File: src/rtl/sal_sched_pkg.sv
// Shared command, refresh-state and DFI encoding definitions for the bank scheduler.
package sal_sched_pkg;

  typedef enum logic [2:0] {
    CMD_NOP = 3'd0,
    CMD_ACT = 3'd1,
    CMD_RD  = 3'd2,
    CMD_WR  = 3'd3,
    CMD_PRE = 3'd4,
    CMD_REF = 3'd5
  } sched_cmd_t;

  typedef enum logic [1:0] {
    S_NORM  = 2'd0,
    S_DRAIN = 2'd1,
    S_REF   = 2'd2,
    S_RFC   = 2'd3
  } ref_state_t;

  // {ras_n, cas_n, we_n}
  localparam logic [2:0] DFI_ACT = 3'b011;
  localparam logic [2:0] DFI_RD  = 3'b101;
  localparam logic [2:0] DFI_WR  = 3'b100;
  localparam logic [2:0] DFI_PRE = 3'b010;
  localparam logic [2:0] DFI_REF = 3'b001;
  localparam logic [2:0] DFI_NOP = 3'b111;

  // Map a scheduler command onto the DFI {ras_n, cas_n, we_n} triple.
  function automatic logic [2:0] f_dfi_enc(input sched_cmd_t c);
    logic [2:0] enc;
    case (c)
      CMD_ACT: enc = DFI_ACT;
      CMD_RD:  enc = DFI_RD;
      CMD_WR:  enc = DFI_WR;
      CMD_PRE: enc = DFI_PRE;
      CMD_REF: enc = DFI_REF;
      default: enc = DFI_NOP;
    endcase
    return enc;
  endfunction

endpackage

File: src/rtl/sal_rr_arb.sv
// Round-robin arbiter: first request found searching upward from i_ptr, wrapping at N.
module sal_rr_arb #(
  parameter int unsigned N = 8
) (
  input  logic [N-1:0]         i_req,
  input  logic [$clog2(N)-1:0] i_ptr,
  output logic [N-1:0]         o_gnt,
  output logic                 o_valid
);

  localparam int unsigned PW = $clog2(N);

  logic [PW-1:0] w_idx;
  logic          w_found;

  // Rotating priority scan; N is a power of two so the index wraps naturally.
  always_comb begin
    o_gnt   = '0;
    w_found = 1'b0;
    w_idx   = '0;
    for (int unsigned k = 0; k < N; k++) begin
      w_idx = i_ptr + PW'(k);
      if (!w_found && i_req[w_idx]) begin
        o_gnt[w_idx] = 1'b1;
        w_found      = 1'b1;
      end
    end
    o_valid = w_found;
  end

endmodule

File: src/rtl/sal_bk_sched.sv
// Multi-bank DRAM command scheduler: picks one bank command per cycle, enforces
// inter-bank timing, sequences refresh and drives a registered DFI command.
module sal_bk_sched
  import sal_sched_pkg::*;
#(
  parameter int unsigned BK_CNT = 8,
  parameter int unsigned ROW_AW = 14,
  parameter int unsigned COL_AW = 10,
  parameter int unsigned TW     = 8
) (
  input  logic                       clk,
  input  logic                       rst,
  input  logic [TW-1:0]              t_rrd_i,
  input  logic [TW-1:0]              t_ccd_i,
  input  logic [TW-1:0]              t_wtr_i,
  input  logic [TW-1:0]              t_rtw_i,
  input  logic [TW-1:0]              t_rfc_i,
  input  logic [BK_CNT-1:0]          req_valid_i,
  input  logic [BK_CNT*3-1:0]        req_cmd_i,
  input  logic [BK_CNT*ROW_AW-1:0]   req_row_i,
  input  logic [BK_CNT*COL_AW-1:0]   req_col_i,
  output logic [BK_CNT-1:0]          req_gnt_o,
  input  logic                       ref_req_i,
  input  logic                       all_bk_idle_i,
  output logic                       ref_gnt_o,
  output logic                       dfi_cs_n,
  output logic                       dfi_ras_n,
  output logic                       dfi_cas_n,
  output logic                       dfi_we_n,
  output logic [$clog2(BK_CNT)-1:0]  dfi_bank,
  output logic [ROW_AW-1:0]          dfi_address,
  output logic                       cas_rd_o,
  output logic                       cas_wr_o
);

  localparam int unsigned BW = $clog2(BK_CNT);
  // Column addresses never carry auto-precharge: A10 forced low when it exists.
  localparam logic [ROW_AW-1:0] L_A10_CLR = ~(ROW_AW'(1) << 10);

  sched_cmd_t        w_cmd [BK_CNT];
  logic [ROW_AW-1:0] w_row [BK_CNT];
  logic [COL_AW-1:0] w_col [BK_CNT];

  ref_state_t  r_state, w_state_nxt;
  logic [TW-1:0] r_rrd, r_ccd, r_wtr, r_rtw, r_rfc;
  logic [BW-1:0] r_ptr_cas, r_ptr_act, r_ptr_pre;

  logic              w_blk, w_rd_ok, w_wr_ok, w_act_ok;
  logic [BK_CNT-1:0] w_cas_req, w_act_req, w_pre_req;
  logic [BK_CNT-1:0] w_cas_gnt, w_act_gnt, w_pre_gnt;
  logic              w_cas_vld, w_act_vld, w_pre_vld;
  logic              w_sel_cas, w_sel_act, w_sel_pre, w_any;
  logic [BK_CNT-1:0] w_gnt;
  logic [BW-1:0]     w_gnt_idx;
  sched_cmd_t        w_gnt_cmd;
  logic              w_iss_act, w_iss_rd, w_iss_wr;

  logic              w_cs_n_nxt, w_ref_gnt_nxt, w_cas_rd_nxt, w_cas_wr_nxt;
  logic [2:0]        w_rcw_nxt;
  logic [BW-1:0]     w_bank_nxt;
  logic [ROW_AW-1:0] w_addr_nxt;

  function automatic logic [TW-1:0] f_load(input logic [TW-1:0] t);
    return (t == '0) ? '0 : t - TW'(1);
  endfunction

  function automatic logic [TW-1:0] f_dec(input logic [TW-1:0] t);
    return (t == '0) ? '0 : t - TW'(1);
  endfunction

  // Split the flat per-bank request buses into arrays.
  for (genvar g = 0; g < BK_CNT; g++) begin : g_unpack
    assign w_cmd[g] = sched_cmd_t'(req_cmd_i[g*3 +: 3]);
    assign w_row[g] = req_row_i[g*ROW_AW +: ROW_AW];
    assign w_col[g] = req_col_i[g*COL_AW +: COL_AW];
  end

  assign w_blk    = (r_state == S_REF) || (r_state == S_RFC);
  assign w_rd_ok  = !w_blk && (r_ccd == '0) && (r_wtr == '0);
  assign w_wr_ok  = !w_blk && (r_ccd == '0) && (r_rtw == '0);
  assign w_act_ok = (r_state == S_NORM) && (r_rrd == '0);

  // Per-class eligible request vectors.
  always_comb begin
    w_cas_req = '0;
    w_act_req = '0;
    w_pre_req = '0;
    for (int unsigned i = 0; i < BK_CNT; i++) begin
      w_cas_req[i] = req_valid_i[i] &&
                     (((w_cmd[i] == CMD_RD) && w_rd_ok) || ((w_cmd[i] == CMD_WR) && w_wr_ok));
      w_act_req[i] = req_valid_i[i] && (w_cmd[i] == CMD_ACT) && w_act_ok;
      w_pre_req[i] = req_valid_i[i] && (w_cmd[i] == CMD_PRE) && !w_blk;
    end
  end

  sal_rr_arb #(.N(BK_CNT)) u_arb_cas (
    .i_req(w_cas_req), .i_ptr(r_ptr_cas), .o_gnt(w_cas_gnt), .o_valid(w_cas_vld)
  );

  sal_rr_arb #(.N(BK_CNT)) u_arb_act (
    .i_req(w_act_req), .i_ptr(r_ptr_act), .o_gnt(w_act_gnt), .o_valid(w_act_vld)
  );

  sal_rr_arb #(.N(BK_CNT)) u_arb_pre (
    .i_req(w_pre_req), .i_ptr(r_ptr_pre), .o_gnt(w_pre_gnt), .o_valid(w_pre_vld)
  );

  assign w_sel_cas = w_cas_vld;
  assign w_sel_act = !w_cas_vld && w_act_vld;
  assign w_sel_pre = !w_cas_vld && !w_act_vld && w_pre_vld;
  assign w_any     = w_sel_cas || w_sel_act || w_sel_pre;

  // Class priority CAS > ACT > PRE, then one-hot to index.
  always_comb begin
    w_gnt = '0;
    if (w_sel_cas)      w_gnt = w_cas_gnt;
    else if (w_sel_act) w_gnt = w_act_gnt;
    else if (w_sel_pre) w_gnt = w_pre_gnt;
    w_gnt_idx = '0;
    for (int unsigned i = 0; i < BK_CNT; i++) begin
      if (w_gnt[i]) w_gnt_idx = BW'(i);
    end
  end

  assign req_gnt_o = w_gnt;
  assign w_gnt_cmd = w_any ? w_cmd[w_gnt_idx] : CMD_NOP;
  assign w_iss_act = w_any && (w_gnt_cmd == CMD_ACT);
  assign w_iss_rd  = w_any && (w_gnt_cmd == CMD_RD);
  assign w_iss_wr  = w_any && (w_gnt_cmd == CMD_WR);

  // Refresh FSM state register.
  always_ff @(posedge clk or posedge rst) begin
    if (rst) r_state <= S_NORM;
    else     r_state <= w_state_nxt;
  end

  // Refresh FSM next state; S_RFC exits as the tRFC counter reaches zero.
  always_comb begin
    w_state_nxt = r_state;
    case (r_state)
      S_NORM:  if (ref_req_i) w_state_nxt = S_DRAIN;
      S_DRAIN: if (all_bk_idle_i) w_state_nxt = S_REF;
      S_REF:   w_state_nxt = S_RFC;
      S_RFC:   if (r_rfc <= TW'(1)) w_state_nxt = S_NORM;
      default: w_state_nxt = S_NORM;
    endcase
  end

  // Inter-bank timers: load t-1 on issue, otherwise count down to zero.
  always_ff @(posedge clk or posedge rst) begin
    if (rst) begin
      r_rrd <= '0;
      r_ccd <= '0;
      r_wtr <= '0;
      r_rtw <= '0;
      r_rfc <= '0;
    end else begin
      r_rrd <= w_iss_act ? f_load(t_rrd_i) : f_dec(r_rrd);
      r_ccd <= (w_iss_rd || w_iss_wr) ? f_load(t_ccd_i) : f_dec(r_ccd);
      r_wtr <= w_iss_wr ? f_load(t_wtr_i) : f_dec(r_wtr);
      r_rtw <= w_iss_rd ? f_load(t_rtw_i) : f_dec(r_rtw);
      r_rfc <= (r_state == S_REF) ? f_load(t_rfc_i) : f_dec(r_rfc);
    end
  end

  // Round-robin pointers move past the bank just granted in their class.
  always_ff @(posedge clk or posedge rst) begin
    if (rst) begin
      r_ptr_cas <= '0;
      r_ptr_act <= '0;
      r_ptr_pre <= '0;
    end else begin
      if (w_sel_cas) r_ptr_cas <= w_gnt_idx + BW'(1);
      if (w_sel_act) r_ptr_act <= w_gnt_idx + BW'(1);
      if (w_sel_pre) r_ptr_pre <= w_gnt_idx + BW'(1);
    end
  end

  // Next DFI command; bank/address hold on idle cycles.
  always_comb begin
    w_cs_n_nxt    = 1'b1;
    w_rcw_nxt     = DFI_NOP;
    w_bank_nxt    = dfi_bank;
    w_addr_nxt    = dfi_address;
    w_ref_gnt_nxt = 1'b0;
    w_cas_rd_nxt  = 1'b0;
    w_cas_wr_nxt  = 1'b0;
    if (r_state == S_REF) begin
      w_cs_n_nxt    = 1'b0;
      w_rcw_nxt     = DFI_REF;
      w_bank_nxt    = '0;
      w_addr_nxt    = '0;
      w_ref_gnt_nxt = 1'b1;
    end else if (w_any) begin
      w_cs_n_nxt = 1'b0;
      w_rcw_nxt  = f_dfi_enc(w_gnt_cmd);
      w_bank_nxt = w_gnt_idx;
      case (w_gnt_cmd)
        CMD_ACT: w_addr_nxt = w_row[w_gnt_idx];
        CMD_RD: begin
          w_addr_nxt   = ROW_AW'(w_col[w_gnt_idx]) & L_A10_CLR;
          w_cas_rd_nxt = 1'b1;
        end
        CMD_WR: begin
          w_addr_nxt   = ROW_AW'(w_col[w_gnt_idx]) & L_A10_CLR;
          w_cas_wr_nxt = 1'b1;
        end
        default: w_addr_nxt = '0;
      endcase
    end
  end

  // Registered DFI command and side-band pulses.
  always_ff @(posedge clk or posedge rst) begin
    if (rst) begin
      dfi_cs_n    <= 1'b1;
      dfi_ras_n   <= 1'b1;
      dfi_cas_n   <= 1'b1;
      dfi_we_n    <= 1'b1;
      dfi_bank    <= '0;
      dfi_address <= '0;
      ref_gnt_o   <= 1'b0;
      cas_rd_o    <= 1'b0;
      cas_wr_o    <= 1'b0;
    end else begin
      dfi_cs_n                          <= w_cs_n_nxt;
      {dfi_ras_n, dfi_cas_n, dfi_we_n}  <= w_rcw_nxt;
      dfi_bank                          <= w_bank_nxt;
      dfi_address                       <= w_addr_nxt;
      ref_gnt_o                         <= w_ref_gnt_nxt;
      cas_rd_o                          <= w_cas_rd_nxt;
      cas_wr_o                          <= w_cas_wr_nxt;
    end
  end

endmodule

File: config.mk
export PLATFORM = sky130hd
export DESIGN_NAME = sal_bk_sched
export DESIGN_NICKNAME = d
export VERILOG_FILES = /design/src/rtl/sal_sched_pkg.sv /design/src/rtl/sal_rr_arb.sv /design/src/rtl/sal_bk_sched.sv
export SDC_FILE = /design/constraint.sdc
export NUM_CORES = 1
export LEC_CHECK = 0
export ABC_AREA = 1
export CORE_MARGIN = 2
export CORE_UTILIZATION = 51
export CTS_CLUSTER_DIAMETER = 80
export CTS_CLUSTER_SIZE = 16
export DETAILED_ROUTE_END_ITERATION = 7
export HOLD_SLACK_MARGIN = 0.12
export PLACE_DENSITY = 0.95
export SLEW_MARGIN = 25
export SYNTH_ARGS = -nofsm -noshare
export SYNTH_HDL_FRONTEND = slang
export SYNTH_SLANG_ARGS = --single-unit
export TNS_END_PERCENT = 30
File: constraint.sdc
create_clock -name clk -period 5.5 [get_ports clk]
set_clock_uncertainty 0.05 [all_clocks]
set_input_delay 0.825 -clock clk [delete_from_list [all_inputs] [get_ports clk]]
set_output_delay 0.825 -clock clk [all_outputs]
set_load 0.02 [all_outputs]
Word level (Yosys, flattened, before mapping)
Cells that the tools add are included.
- register bits: 75
- input port bits: 268
- output and inout bits: 32
- logic and storage cells: 526
- add/sub/neg operators: 32
- order comparisons: 50
- equality and inequality tests: 43
- muxes and demuxes: 200
- bitwise operators: 22
- reduce and logical (&&, ||, !) cells: 161
- operators by type and width (cell ; number):
    $mux 8 ; 42
    $or 8x8->8 ; 21
    $logic_and 1x1->1 ; 111
    $lt 3x4->1 const B ; 24
    $mux 1 ; 82
    $logic_not 8->1 ; 10
    $sub 8x1->8 const B ; 10
    $bmux 1 s3 ; 24
    $demux 1 s3 ; 24
    $ge 3x1->1 const B ; 24
    $mux 14 ; 4
    $eq 3x2->1 const B ; 18
    $bmux 14 s3 ; 1
    $mux 3 ; 13
    $add 3x3->3 const B ; 12
    $bmux 10 s3 ; 1
    $eq 3x3->1 const B ; 10
    $pmux 14 s2 ; 1
    $eq 3x1->1 const B ; 9
    $logic_not 1->1 ; 24
    $mux 10 ; 2
    $add 3x2->3 const B ; 6
    $pmux 3 s5 ; 1
    $add 3x1->3 const B ; 4
    15 further kinds ; 30

Logic depth before layout (Yosys ltp)
- depth after elaboration: 55
- mapped depth: 36
- mapped depth without buffers: 33

Modules after synthesis
Synthesis repeated with hierarchy kept, for this count alone.
- cells, all modules: 1890
- area, all modules: 11197.0 um2
- by module, submodules not included (module ; instances ; cells each ; area each (um2) ; seq. area each (um2)):
    sal_bk_sched ; 1 ; 1143 ; 7061.8 ; 1881.8
    sal_rr_arb at u_arb_act ... ; 2 ; 249 ; 1365.1 ; 0.0
    sal_rr_arb at u_arb_pre ; 1 ; 249 ; 1405.1 ; 0.0

Worst setup path after synthesis
No wires, ideal clock.
- path type: register to register
- from: register r_ptr_act[0]
- to: register r_ptr_pre[2]
- setup time: 78 ps
- data arrival time: 4367 ps
- slack: 1005 ps
- cell stages (with the launch flop): 31
- buffers on the path: 8
- period minus slack after synthesis: 4495 ps
- path through: dfrtp_1 > buf_2 > inv_1 > buf_2 > buf_1 > ha_1 > clkbuf_1 > inv_1 > clkbuf_1 > nand2_1 > o21ai_0 > nand2_1 > nand2_1 > nand4_4 > nor2_4 > nand2_2 > nor2_4 > inv_2 > nor2_8 > nand2_1 > nand2_1 > inv_2 > nand2_4 > nand4_4 > buf_2 > buf_2 > buf_2 > ha_1 > xnor2_1 > nor2_1 > a21oi_1
- cells in the longest elaborated chain, start to end: 38
- elaborated cells between the ends (all ways): 115
- those cells by class: add/sub (8); order compare (16); mux (58); bitwise (7); reduce/logical (26)
- RTL lines (item ; line ; source):
    from (decl) ; sal_bk_sched.sv:46 ; logic [BW-1:0] r_ptr_cas, r_ptr_act, r_ptr_pre;
    from (signal assigned) ; sal_bk_sched.sv:174 ; if (w_sel_act) r_ptr_act <= w_gnt_idx + BW'(1);
    parallel branches: the longest is 38 deep, another holds $lt 3x4->1 ; -- ;
    to (signal assigned) ; sal_bk_sched.sv:175 ; if (w_sel_pre) r_ptr_pre <= w_gnt_idx + BW'(1);
    to (decl) ; sal_bk_sched.sv:46 ;
Parallel ways; which one is timed is not known. The select of a mux whose other input is x is not followed.
A chain may end at the register's enable or synchronous reset.

Final worst setup path
- from: input port req_cmd_i[4]
- to: output port req_gnt_o[0]
- cells in the longest elaborated chain, start to end: 34
- elaborated cells between the ends (all ways): 179
- those cells by class: eq/ne (4); mux (99); bitwise (21); reduce/logical (55)
- RTL lines (item ; line ; source):
    from (decl) ; sal_bk_sched.sv:19 ; input logic [BK_CNT*3-1:0] req_cmd_i,
    $eq 3x2->1 ; sal_bk_sched.sv:90 ; (((w_cmd[i] == CMD_RD) && w_rd_ok) || ((w_cmd[i] == CMD_WR) && w_wr_ok));
    $logic_and 1x1->1 ; sal_bk_sched.sv:90 ;
    $logic_or 1x1->1 ; sal_bk_sched.sv:90 ;
    $logic_and 1x1->1 ; sal_bk_sched.sv:89 ; w_cas_req[i] = req_valid_i[i] &&
    $bmux 1 s3 ; sal_rr_arb.sv:23 ; if (!w_found && i_req[w_idx]) begin
    $mux 1 (not written as such) ; sal_rr_arb.sv:23 ;
    $mux 1 ; sal_rr_arb.sv:23 ;
    $logic_not 1->1 ; sal_rr_arb.sv:23 ;
    (+17 left out) ; -- ;
    $logic_not 1->1 ; sal_rr_arb.sv:23 ;
    $logic_and 1x1->1 ; sal_rr_arb.sv:23 ;
    $mux 1 ; sal_rr_arb.sv:23 ;
    $logic_not 1->1 ; sal_bk_sched.sv:109, sal_bk_sched.sv:110 ;
    $logic_and 1x1->1 (2 in a row) ; sal_bk_sched.sv:110 ; assign w_sel_pre = !w_cas_vld && !w_act_vld && w_pre_vld;
    $mux 8 ; sal_bk_sched.sv:118 ; else if (w_sel_pre) w_gnt = w_pre_gnt;
    $mux 8 ; sal_bk_sched.sv:117 ; else if (w_sel_act) w_gnt = w_act_gnt;
    $mux 8 (*) ; sal_bk_sched.sv:116 ; if (w_sel_cas) w_gnt = w_cas_gnt;
    to (decl) ; sal_bk_sched.sv:22 ; output logic [BK_CNT-1:0] req_gnt_o,
Every way passes the cells marked *; elsewhere a longest branch is shown, timed or not. The select of a mux whose other input is x is not followed.

==> results.py <==
metrics = {
    "die": {
        "dieArea_um2": 23660,
        "fp.dieW_um": 153.8,
        "rows": 54,
        "start_util_pct": 52.13,
        "ios": 300,
        "die_y_um": 153.8,
        "core_um2": 21960,
    },
    "setup_path": {
        "worstPathRequired_ps": 4620,
        "cp-start-kind": "input pin",
        "critPathKind": "in2out",
        "critPathMostFrequentCell": "nand2_1",
        "critPathSlowestCell": "clkdlybuf4s50_1",
        "critical_path.top_delay_family": "compound AO/OA/AOI/OAI gates",
        "critical_path_arrival_ps": 4470,
        "cp-end-kind": "output pin",
        "slowest_delay_ps": 540,
        "cp_cell_sequence": "clkdlybuf4s50_1 -> inv_1 -> nand2_1 -> nor2_1 -> nand3_1 -> nand2_1 -> nand2_1 -> nand2_1 -> nand2_1 -> o21ai_1 -> nor2_2 -> nand2_1 -> inv_1 -> a221oi_1 -> o221ai_1 -> a31oi_1 -> a21oi_1 -> a211oi_1 -> inv_1 -> clkdlybuf4s50_1",
        "cp.buffers_inverters": 5,
        "critical_path.max_fanout": 6,
        "regToRegSetupSlack_ps": 280,
    },
    "cts": {
        "clk_latency_ps": 350,
        "cts_tree": "built",
        "ctsHoldBuffers": 0,
        "cts.clk_slew.worst_paths_ps": 60,
        "cts_buffer_depth": 2,
        "root_buffer": "clkbuf_16",
        "clkSinkCount": 75,
        "cts_buffers": 9,
        "ctsHtreeMaxLevel": 3,
    },
    "detailed_routing": {
        "met3RoutedLength_um": 5985,
        "vias": 15910,
        "drtPass1Iterations": 8,
        "wl_per_cell_um": 18.19,
        "wl_um": 47250,
        "vias_per_cell": 6.124,
        "met1Wirelength_um": 16560,
        "dr.max_layer_used": "met4",
        "ant_nets": 0,
        "route.met2.wl_um": 21400,
        "drc": 37,
        "drtIter0Drc": 2567,
    },
    "min_path": {
        "hold_path_class": "reg2reg",
    },
    "pwr": {
        "p_leak_nw": 7.297,
        "ir_drop_uv": 663.6,
        "p_total_mw": 9.969,
        "power_density_nw_per_um2": 659.6,
    },
    "layout": {
        "drive_gt1_share_pct": 7.396,
        "area_growth_pct": 32.05,
        "fill_cells": 1781,
        "fin_nets": 2615,
    },
    "grt": {
        "grt_pass1_wl_um": 73400,
        "antenna_found_initial": 6,
        "grt_pass1_vias": 14630,
        "grt_use_total_pct": 37.97,
        "grt_max_degree": 70,
        "overflow": 0,
    },
    "yosys": {
        "synth_cell_types": 53,
        "syn_nets": 2346,
        "synth_most_common_cell": "nand2_1",
        "synth_area_um2": 11450,
        "synth_area_leaders": "nand2_1 (25%), dfrtp_1 (16%), nand3_1 (11%)",
        "synth-main-ff-cell": "dfrtp_1",
        "ys_seq_area_share_pct": 16.44,
        "synth.largest_area_cell": "nand2_1",
        "yosys_warnings": 0,
        "synth.avg_cell_area_um2": 5.616,
        "synth_common_cells": "nand2_1 (764), nand3_1 (243), nor2_1 (186)",
        "synth-seq-cells": 75,
        "async_flop_share_pct": 100.0,
        "syn_inst": 2038,
        "synth_top_area_share_pct": 25.05,
        "synth_edf_count": 0,
    },
    "timing": {
        "final.setup.tns_ps": 0,
        "setup_viol": 0,
        "finalCritPeriodShare_pct": 97.18,
        "hold_viol": 0,
        "rsz0062_at_grt": "true",
        "hold_slack_ps": 430.9,
        "slew_violations": 0,
        "timing.slew.headroom_pct": 49.65,
        "worst_pin_slew_ps": 754.1,
        "fin_crit_ps": 5345,
        "timing.fmax_mhz": 187.1,
    },
    "run_status": {
        "violations": "DRC",
        "status": "finished with violations",
    },
    "run": {
        "maxCapViolations": 0,
    },
    "place": {
        "numPortBuffers": 299,
        "dp.final_hpwl_um": 35670,
        "place_congestion": 1.105,
    },
}
## timing repair
item,CTS,global route
resized for setup,0,10
setup endpoints to repair,0,46
setup buffers,0,4
## routing by layer
layer / global-route usage [%] / up-vias
met2: 63.77 / 1259
met5: 0 / -
met4: 21.90 / 0
li1: - / 7240
met3: 8.822 / 312
met1: 44.56 / 7098
## worst register-to-register path: cells and delay by family (launching register included)
| kind | cells | cell delay (ps) |
|---|---|---|
| adders and majority gates | 1 | 380 |
| and+or+nand+nor | 22 | 3160 |
| AOI/OAI and AO/OA | 2 | 200 |
| DFF | 1 | 500 |
| buffers and inverters | 3 | 790 |
## cell type report
class | count | area [um^2] | share of cell area [%]
multi-input combinational | 1706 | 8514 | 56.33
timing repair buffer | 338 | 3368 | 22.28
sequential | 75 | 1882 | 12.45
inverter | 177 | 668.1 | 4.421
tap | 280 | 350.3 | 2.318
clock buffer | 10 | 229.0 | 1.515
clock inverter | 6 | 87.58 | 0.5795
antenna | 6 | 15.01 | 0.09934
## final timing paths
path	startpoint	endpoint	cells after the start
setup / recovery	req_cmd_i[4]	req_gnt_o[0]	20
hold / removal	r_rtw[0]	r_rtw[0]	1
setup reg to reg	r_ptr_pre[1]	r_rtw[6]	28
hold reg to reg	r_rtw[0]	r_rtw[0]	1
max in group asynchronous	rst	dfi_cs_n	3
min in group asynchronous	rst	dfi_bank[2]	2
## cell usage in the layout (no fill, tap or decap), drive strengths merged, types with 2 or more instances in the layout
cell type,netlist,final
inv,174,176
or3,7,7
nor4,5,5
o21ai,90,90
dlymetal6s2s,0,3
o21a,3,3
nand3b,7,7
o22ai,27,27
a21oi,24,24
ha,40,40
or2,7,7
clkinv,3,4
dfstp,4,4
a221oi,3,3
dfrtp,71,71
clkbuf,28,10
a31o,2,2
bufinv,0,2
diode,0,6
and2,2,2
a211oi,2,2
nor2,215,216
o211ai,8,8
nand2,794,794
nand4,87,87
nor3,63,63
xor2,34,34
xnor2,17,17
clkdlybuf4s50,0,296
o221ai,5,5
buf,53,39
nand3,257,257
## state kept, by name, indices dropped and copies added (netlist names)
name	flops
cas_rd_o	1
cas_wr_o	1
dfi_address	14
dfi_bank	3
dfi_cas_n	1
dfi_cs_n	1
dfi_ras_n	1
dfi_we_n	1
r_ccd	8
r_ptr_act	3
r_ptr_cas	3
r_ptr_pre	3
r_rfc	8
r_rrd	8
r_rtw	8
r_state	2
r_wtr	8
ref_gnt_o	1
## where the power goes
group	internal, mW	leakage (nW)	total [mW]	switching (mW)
clock	0.399	0.157	0.653	0.253
combinational	2.71	6.26	8.31	5.61
sequential	0.824	0.881	1.00	0.178
total	3.93	7.30	9.97	6.04
## cell families (layout without fill, tap and decap cells)
logic type,Yosys count,count (layout),synth area share [%]
adder cells (fa/ha/maj),40,40,4.373
buffers and inverters,258,531,9.456
flip-flops,75,75,16.44
AO/OA/AOI/OAI,169,169,8.636
AND/OR/NAND/NOR,1445,1446,57.19
XOR/XNOR,51,51,3.903
other,0,6,0
## per-stage QoR
stage / area, um^2 / util (%) / cells / setup slack, ps
global placement: 14700 / 66.93 / 2571 / 275.2
global route: 15110 / 68.83 / 2598 / -53.94
detailed placement: 14700 / 66.93 / 2571 / 138.4
finish: 15110 / 68.83 / 2598 / 155.3
floorplan: 11450 / - / 2038 / 1005
CTS: 15010 / 68.37 / 2587 / 171.7
Note: power is estimated with default switching activity, not from simulation.
==> variant 1, RTL diff (config.mk and constraints unchanged) <==
`COL_AW`: 10 -> 9.
--- a/src/rtl/sal_bk_sched.sv
+++ b/src/rtl/sal_bk_sched.sv
@@ -5,7 +5,7 @@
 #(
   parameter int unsigned BK_CNT = 8,
   parameter int unsigned ROW_AW = 14,
-  parameter int unsigned COL_AW = 10,
+  parameter int unsigned COL_AW = 9,
   parameter int unsigned TW     = 8
 ) (
   input  logic                       clk,
Interface: changed (resized req_col_i); port bits go from 300 to 292. No check against the original RTL was run, so the function may have changed too.
==> variant 1 against the unedited design <==
  * Final area grew 1.4%
  * Routed wire length grew 0.54%
  * Critical path type unchanged
  * Synthesized area grew 2.9%
  * Die area increased by 2.8%
  * Highest routed layer unchanged
  * Worst setup slack got worse by 24 ps
  * The run still ends with DRC left
  * Maximum frequency fell by 0.45%
  * Sequential cell count did not move
Power is not shown: default switching activity piles up to over one toggle a cycle in this logic, so the estimate is an artifact.
==> variant 1: results (changes against the unedited design) <==
| Result | This run | Unit | Change |
|:---|:---|:---|:---|
| Post-detailed-route DRC marker count | 1 | - | -97% |
| Number of inserted filler cells in the final layout | 1869 | - | +4.9% |
| Post-Syn Nets | 2370 | - | +1.0% |
| CP Data Arrival Time | 4490 | ps | +20 ps |
| Kind of cell with the highest combined delay on the critical path | simple AND/OR/NAND/NOR gates | - |  |
| Initial antenna violation count | 6 | - | unchanged |
| Detailed placement HPWL | 36200 | um | +1.5% |
| Met2 usage | 63.3 | % | -0.50 points |
| Routed wire length | 47500 | um | +0.54% |
| Met1 routing resource usage after global routing | 43.3 | % | -1.3 points |
| Input/output buffers | 291 | - | -2.7% |
| Most frequent cells after synthesis | 765 x sky130_fd_sc_hd__nand2_1, 241 x sky130_fd_sc_hd__nand3_1, 177 x sky130_fd_sc_hd__nor2_1 | - |  |
| Met3 routed wirelength | 5310 | um | -11% |
| DR vias | 15800 | - | -0.43% |
| Cells taking the most area after synthesis | sky130_fd_sc_hd__nand2_1 24%, sky130_fd_sc_hd__dfrtp_1 15%, sky130_fd_sc_hd__nand3_1 10%, sky130_fd_sc_hd__nor2_1 5.6%, sky130_fd_sc_hd__inv_1 5.3% | - |  |
| Depth of the most critical reg-to-reg path | 30 | - | +7.1% |
| Number of warnings printed during yosys synthesis | 0 | - | unchanged |
| Last weighted congestion value of the routability-driven placer | 1.06 | - | -3.8% |
| Sink of the worst hold path | r_rtw[0] | - |  |
| Violated checks | DRC | - |  |
| Share of flip-flops with an asynchronous set or reset after synthesis | 100 | % | unchanged |
| Worst-margin pin slew | 954 | ps | +200 ps |
| Largest net degree at the start of global routing | 87 | - | +24% |
| Largest stage delay, worst path | 610 | ps | +70 ps |
| Capture point of the critical path | req_gnt_o[7] | - |  |
| Detailed-route wire length on metal 1 | 16900 | um | +2.2% |
| Highest metal layer with signal wires | met4 | - |  |
| Fraction of the yosys area taken by sequential cells | 16.0 | % | -0.46 points |
| Critical-path maximum fanout | 8 | - | +2 |
| Global-route wire length before repair | 73100 | um | -0.36% |
| Library cell with the highest instance count after synthesis | sky130_fd_sc_hd__nand2_1 | - |  |
| Capturing point of the worst reg2reg path | r_ccd[0] | - |  |
| Cell at the root of the clock tree | sky130_fd_sc_hd__clkbuf_16 | - |  |
| H-tree Lvls | 3 | - | unchanged |
| Number of global-route vias before repair | 14500 | - | -0.96% |
| Detailed-route vias per instance | 6.03 | - | -1.5% |
| Post-synthesis instance total | 2070 | - | +1.6% |
| First DRT Iteration DRCs | 2616 | - | +1.9% |
| Crit path launch | req_cmd_i[14] | - |  |
| Outcome | complete, but fails checks | - |  |
| Detail Route met2 WL | 21500 | um | +0.63% |
| GR met3 Demand/Resource | 8.19 | % | -0.63 points |
| Instance count after placement with tap cells included | 2598 | - | +1.1% |
| Crit Reg-Reg Startpoint | r_rrd[0] | - |  |
| Total global-route track usage | 37.5 | % | -0.44 points |
| Later-pin clock latency in the skew report | 360 | ps |  |
| Number of CTS-inserted buffers | 9 | - | unchanged |
| Worst reg2reg setup slack | 380 | ps | +100 ps |
| Layout cell share with drive strength beyond 1 | 8.27 | % | +0.87 points |
==> variant 1: cell types whose count changed in the layout (fill, tap and decap cells not counted), moves of 7 or more <==
cell / unedited run / this run
sky130_fd_sc_hd__nand4_1: 83 / 91
sky130_fd_sc_hd__nor2_1: 184 / 176
sky130_fd_sc_hd__nor2_2: 16 / 9
sky130_fd_sc_hd__nor3_1: 62 / 74
sky130_fd_sc_hd__o21ai_0: 50 / 64
sky130_fd_sc_hd__o21ai_2: 3 / 14
sky130_fd_sc_hd__o22ai_1: 27 / 17
==> variant 1: kinds of logic (layout without fill, tap and decap cells) <==
group	count (synthesis)	after routing	synth area share [%]
simple gates	1454	1456	56.9
buf+inv	266	528	9.65
compound gates	183	183	9.37
flops	75	75	16.0
xor+xnor	52	52	3.87
fa+ha+maj	40	40	4.25
other cells	0	6	0
==> variant 1: stage by stage <==
step	hold WS (ps)	area (um2)	setup WS (ps)	util, %
finish	437	15300	131	67.7
global route	437	15300	-22.8	67.7
CTS	424	15200	137	67.3
detailed placement	404	14900	18.9	65.9
global placement	394	14900	239	65.9
floorplan	376	11800	915	-
==> variant 1: repair_timing <==
item	4_1_cts	5_1_grt
buffers inserted	0	3
setup endpoints to repair	0	55
gates resized for setup	0	12
==> variant 1: area by class of cell <==
| class | count | share of cell area [%] |
|---|---|---|
| clock buffer | 9 | 1.47 |
| timing repair buffer | 329 | 21.3 |
| sequential | 75 | 12.3 |
| multi-input combinational | 1731 | 57.5 |
| clock inverter | 7 | 0.539 |
| tap | 285 | 2.33 |
| antenna | 6 | 0.0979 |
| inverter | 183 | 4.53 |
==> variant 2, RTL diff (same flow settings) <==
Without the edit above. Take the reset off `dfi_address` and load it in a clocked block of its own.
--- a/src/rtl/sal_bk_sched.sv
+++ b/src/rtl/sal_bk_sched.sv
@@ -218,7 +218,6 @@
       dfi_cas_n   <= 1'b1;
       dfi_we_n    <= 1'b1;
       dfi_bank    <= '0;
-      dfi_address <= '0;
       ref_gnt_o   <= 1'b0;
       cas_rd_o    <= 1'b0;
       cas_wr_o    <= 1'b0;
@@ -226,12 +225,15 @@
       dfi_cs_n                          <= w_cs_n_nxt;
       {dfi_ras_n, dfi_cas_n, dfi_we_n}  <= w_rcw_nxt;
       dfi_bank                          <= w_bank_nxt;
-      dfi_address                       <= w_addr_nxt;
       ref_gnt_o                         <= w_ref_gnt_nxt;
       cas_rd_o                          <= w_cas_rd_nxt;
       cas_wr_o                          <= w_cas_wr_nxt;
     end
   end
 
+  always_ff @(posedge clk) begin
+    dfi_address <= w_addr_nxt;
+  end
+
 endmodule
 
Formal check against the unedited RTL: not equivalent (a bounded check fails within 4 cycles, from zero or initial values and one cycle with rst high).
==> variant 2 against the unedited design <==
  * The flow still finishes with violations (DRC)
  * Final area rose by 0.26%
  * Critical path depth unchanged
  * Worst setup slack better by 51 ps
  * Routed wire length fell by 3.0%
  * Via count fell by 1.0%
  * Synthesized area is essentially flat
  * Sequential cell count did not move
Power is not shown: default switching activity piles up to over one toggle a cycle in this logic, so the estimate is an artifact.
==> variant 2: results (changes against the unedited design) <==
| Result | This run | Unit | Change |
|:---|:---|:---|:---|
| Crit path launch | req_cmd_i[0] | - |  |
| Fraction of the mapped netlist area in compound gates | 6.09 | % | -2.5 points |
| Outcome | complete, but fails checks | - |  |
| Setup slack after layout | 207 | ps | +51.3 ps |
| Largest stage delay, worst path | 620 | ps | +80 ps |
| Sink of the worst hold path | dfi_address[2] | - |  |
| Hold depth | 2 | - | +1 |
| Most frequent cells after synthesis | 825 x sky130_fd_sc_hd__nand2_1, 278 x sky130_fd_sc_hd__nand3_1, 165 x sky130_fd_sc_hd__nor2_1 | - |  |
| Mean Syn Cell Area | 5.50 | um2 | -2.0% |
| First DRT Iteration DRCs | 2533 | - | -1.3% |
| Worst reg2reg setup slack | 260 | ps | -20 ps |
| Number of resized instances in the post-cts repair step | 0 | - | unchanged |
| Instance count after placement with tap cells included | 2620 | - | +1.9% |
| Average detailed-routed wire length per instance | 17.4 | um | -4.5% |
| Total global-route track usage | 36.7 | % | -1.2 points |
| CP Data Arrival Time | 4420 | ps | -50 ps |
| Share of flip-flops with an asynchronous set or reset after synthesis | 81.3 | % | -19 points |
| Global-route wire length before repair | 71500 | um | -2.5% |
| Worst-margin pin slew | 972 | ps | +217 ps |
| Critical-path maximum fanout | 8 | - | +2 |
| Cells taking the most area after synthesis | sky130_fd_sc_hd__nand2_1 27%, sky130_fd_sc_hd__dfrtp_1 12%, sky130_fd_sc_hd__nand3_1 12%, sky130_fd_sc_hd__nor2_1 5.4%, sky130_fd_sc_hd__inv_1 5.3% | - |  |
| Count of distinct cell types in the synthesized netlist | 47 | - | -11% |
| Fraction of the yosys area taken by sequential cells | 15.8 | % | -0.61 points |
| Grt total ovfl | 0 | - | unchanged |
| Depth of the most critical reg-to-reg path | 29 | - | +3.6% |
| Detailed-route vias per instance | 5.97 | - | -2.6% |
| Post-Syn Nets | 2388 | - | +1.8% |
| Violated checks | DRC | - |  |
| Number of diodes | 0 | - | -6 |
| Routed wire length | 45800 | um | -3.0% |
| Capture point of the critical path | req_gnt_o[1] | - |  |
| Hold WS | 408 | ps | -22.5 ps |
| Area after detailed placement | 0.0148 | mm2 | +0.66% |
| Worst slack at placement | 141 | ps | +2.38 ps |
| Detailed placement HPWL | 35000 | um | -1.9% |
| Source of the worst hold timing path | dfi_address[2] | - |  |
| Post-Synth Adder-Cell Area | 4.37 | % | about the same |
| Crit Reg-Reg Startpoint | r_state[0] | - |  |
| Portion of netlist area occupied by mux cells | 0.700 | % | +0.70 points |
| Largest net degree at the start of global routing | 100 | - | +43% |
| XOR/XNOR share of the synthesized area | 4.21 | % | +0.31 points |
| Kind of cell with the highest combined delay on the critical path | simple AND/OR/NAND/NOR gates | - |  |
| Post-detailed-route DRC marker count | 16 | - | -57% |
| Layout cell share with drive strength beyond 1 | 6.91 | % | -0.49 points |
| Last weighted congestion value of the routability-driven placer | 1.11 | - | +0.63% |
| Total negative slack for setup checks | 0 | ps | unchanged |
| Number of nets in the layout | 2662 | - | +1.8% |
| Number of global-route vias before repair | 14300 | - | -2.1% |
| Initial antenna violation count | 0 | - | -6 |
variant 2: cell count changes in the layout (fill, tap and decap cells not counted), sizes merged, moves of 6 or more:
cell and change:
nand2 +51, dfxtp +14, a21oi -10, o22ai -9
o21ai -15, nand3 +35, mux2i +8, inv +8
xor2 +6, nor3 +18, diode -6, dfrtp -14
nor2 -27
variant 2: area by class of cell:
type                       count  area [um2]
clock buffer                   9         225
clock inverter                 7        70.1
fill                        1796        6800
inverter                     186         698
multi-input combinational   1740        8590
sequential                    75        1810
tap                          280         350
timing repair buffer         342        3410
variant 2: routing by layer:
metal / track usage (%) / share of wire [%] / vias up
li1: - / - / 7348
met1: 48.7 / 39 / 7005
met2: 59.5 / 45 / 1177
met3: 6.43 / 12 / 213
met4: 14.9 / 4.4 / 0
met5: 0 / 0 / -
variant 2: worst reg2reg max path, delay by kind of cell, from the launching register on:
family	cells	cell delay (ps)
simple gates	18	2880
fa+ha+maj	1	230
flops	1	390
compound gates	5	890
buf+inv	5	730
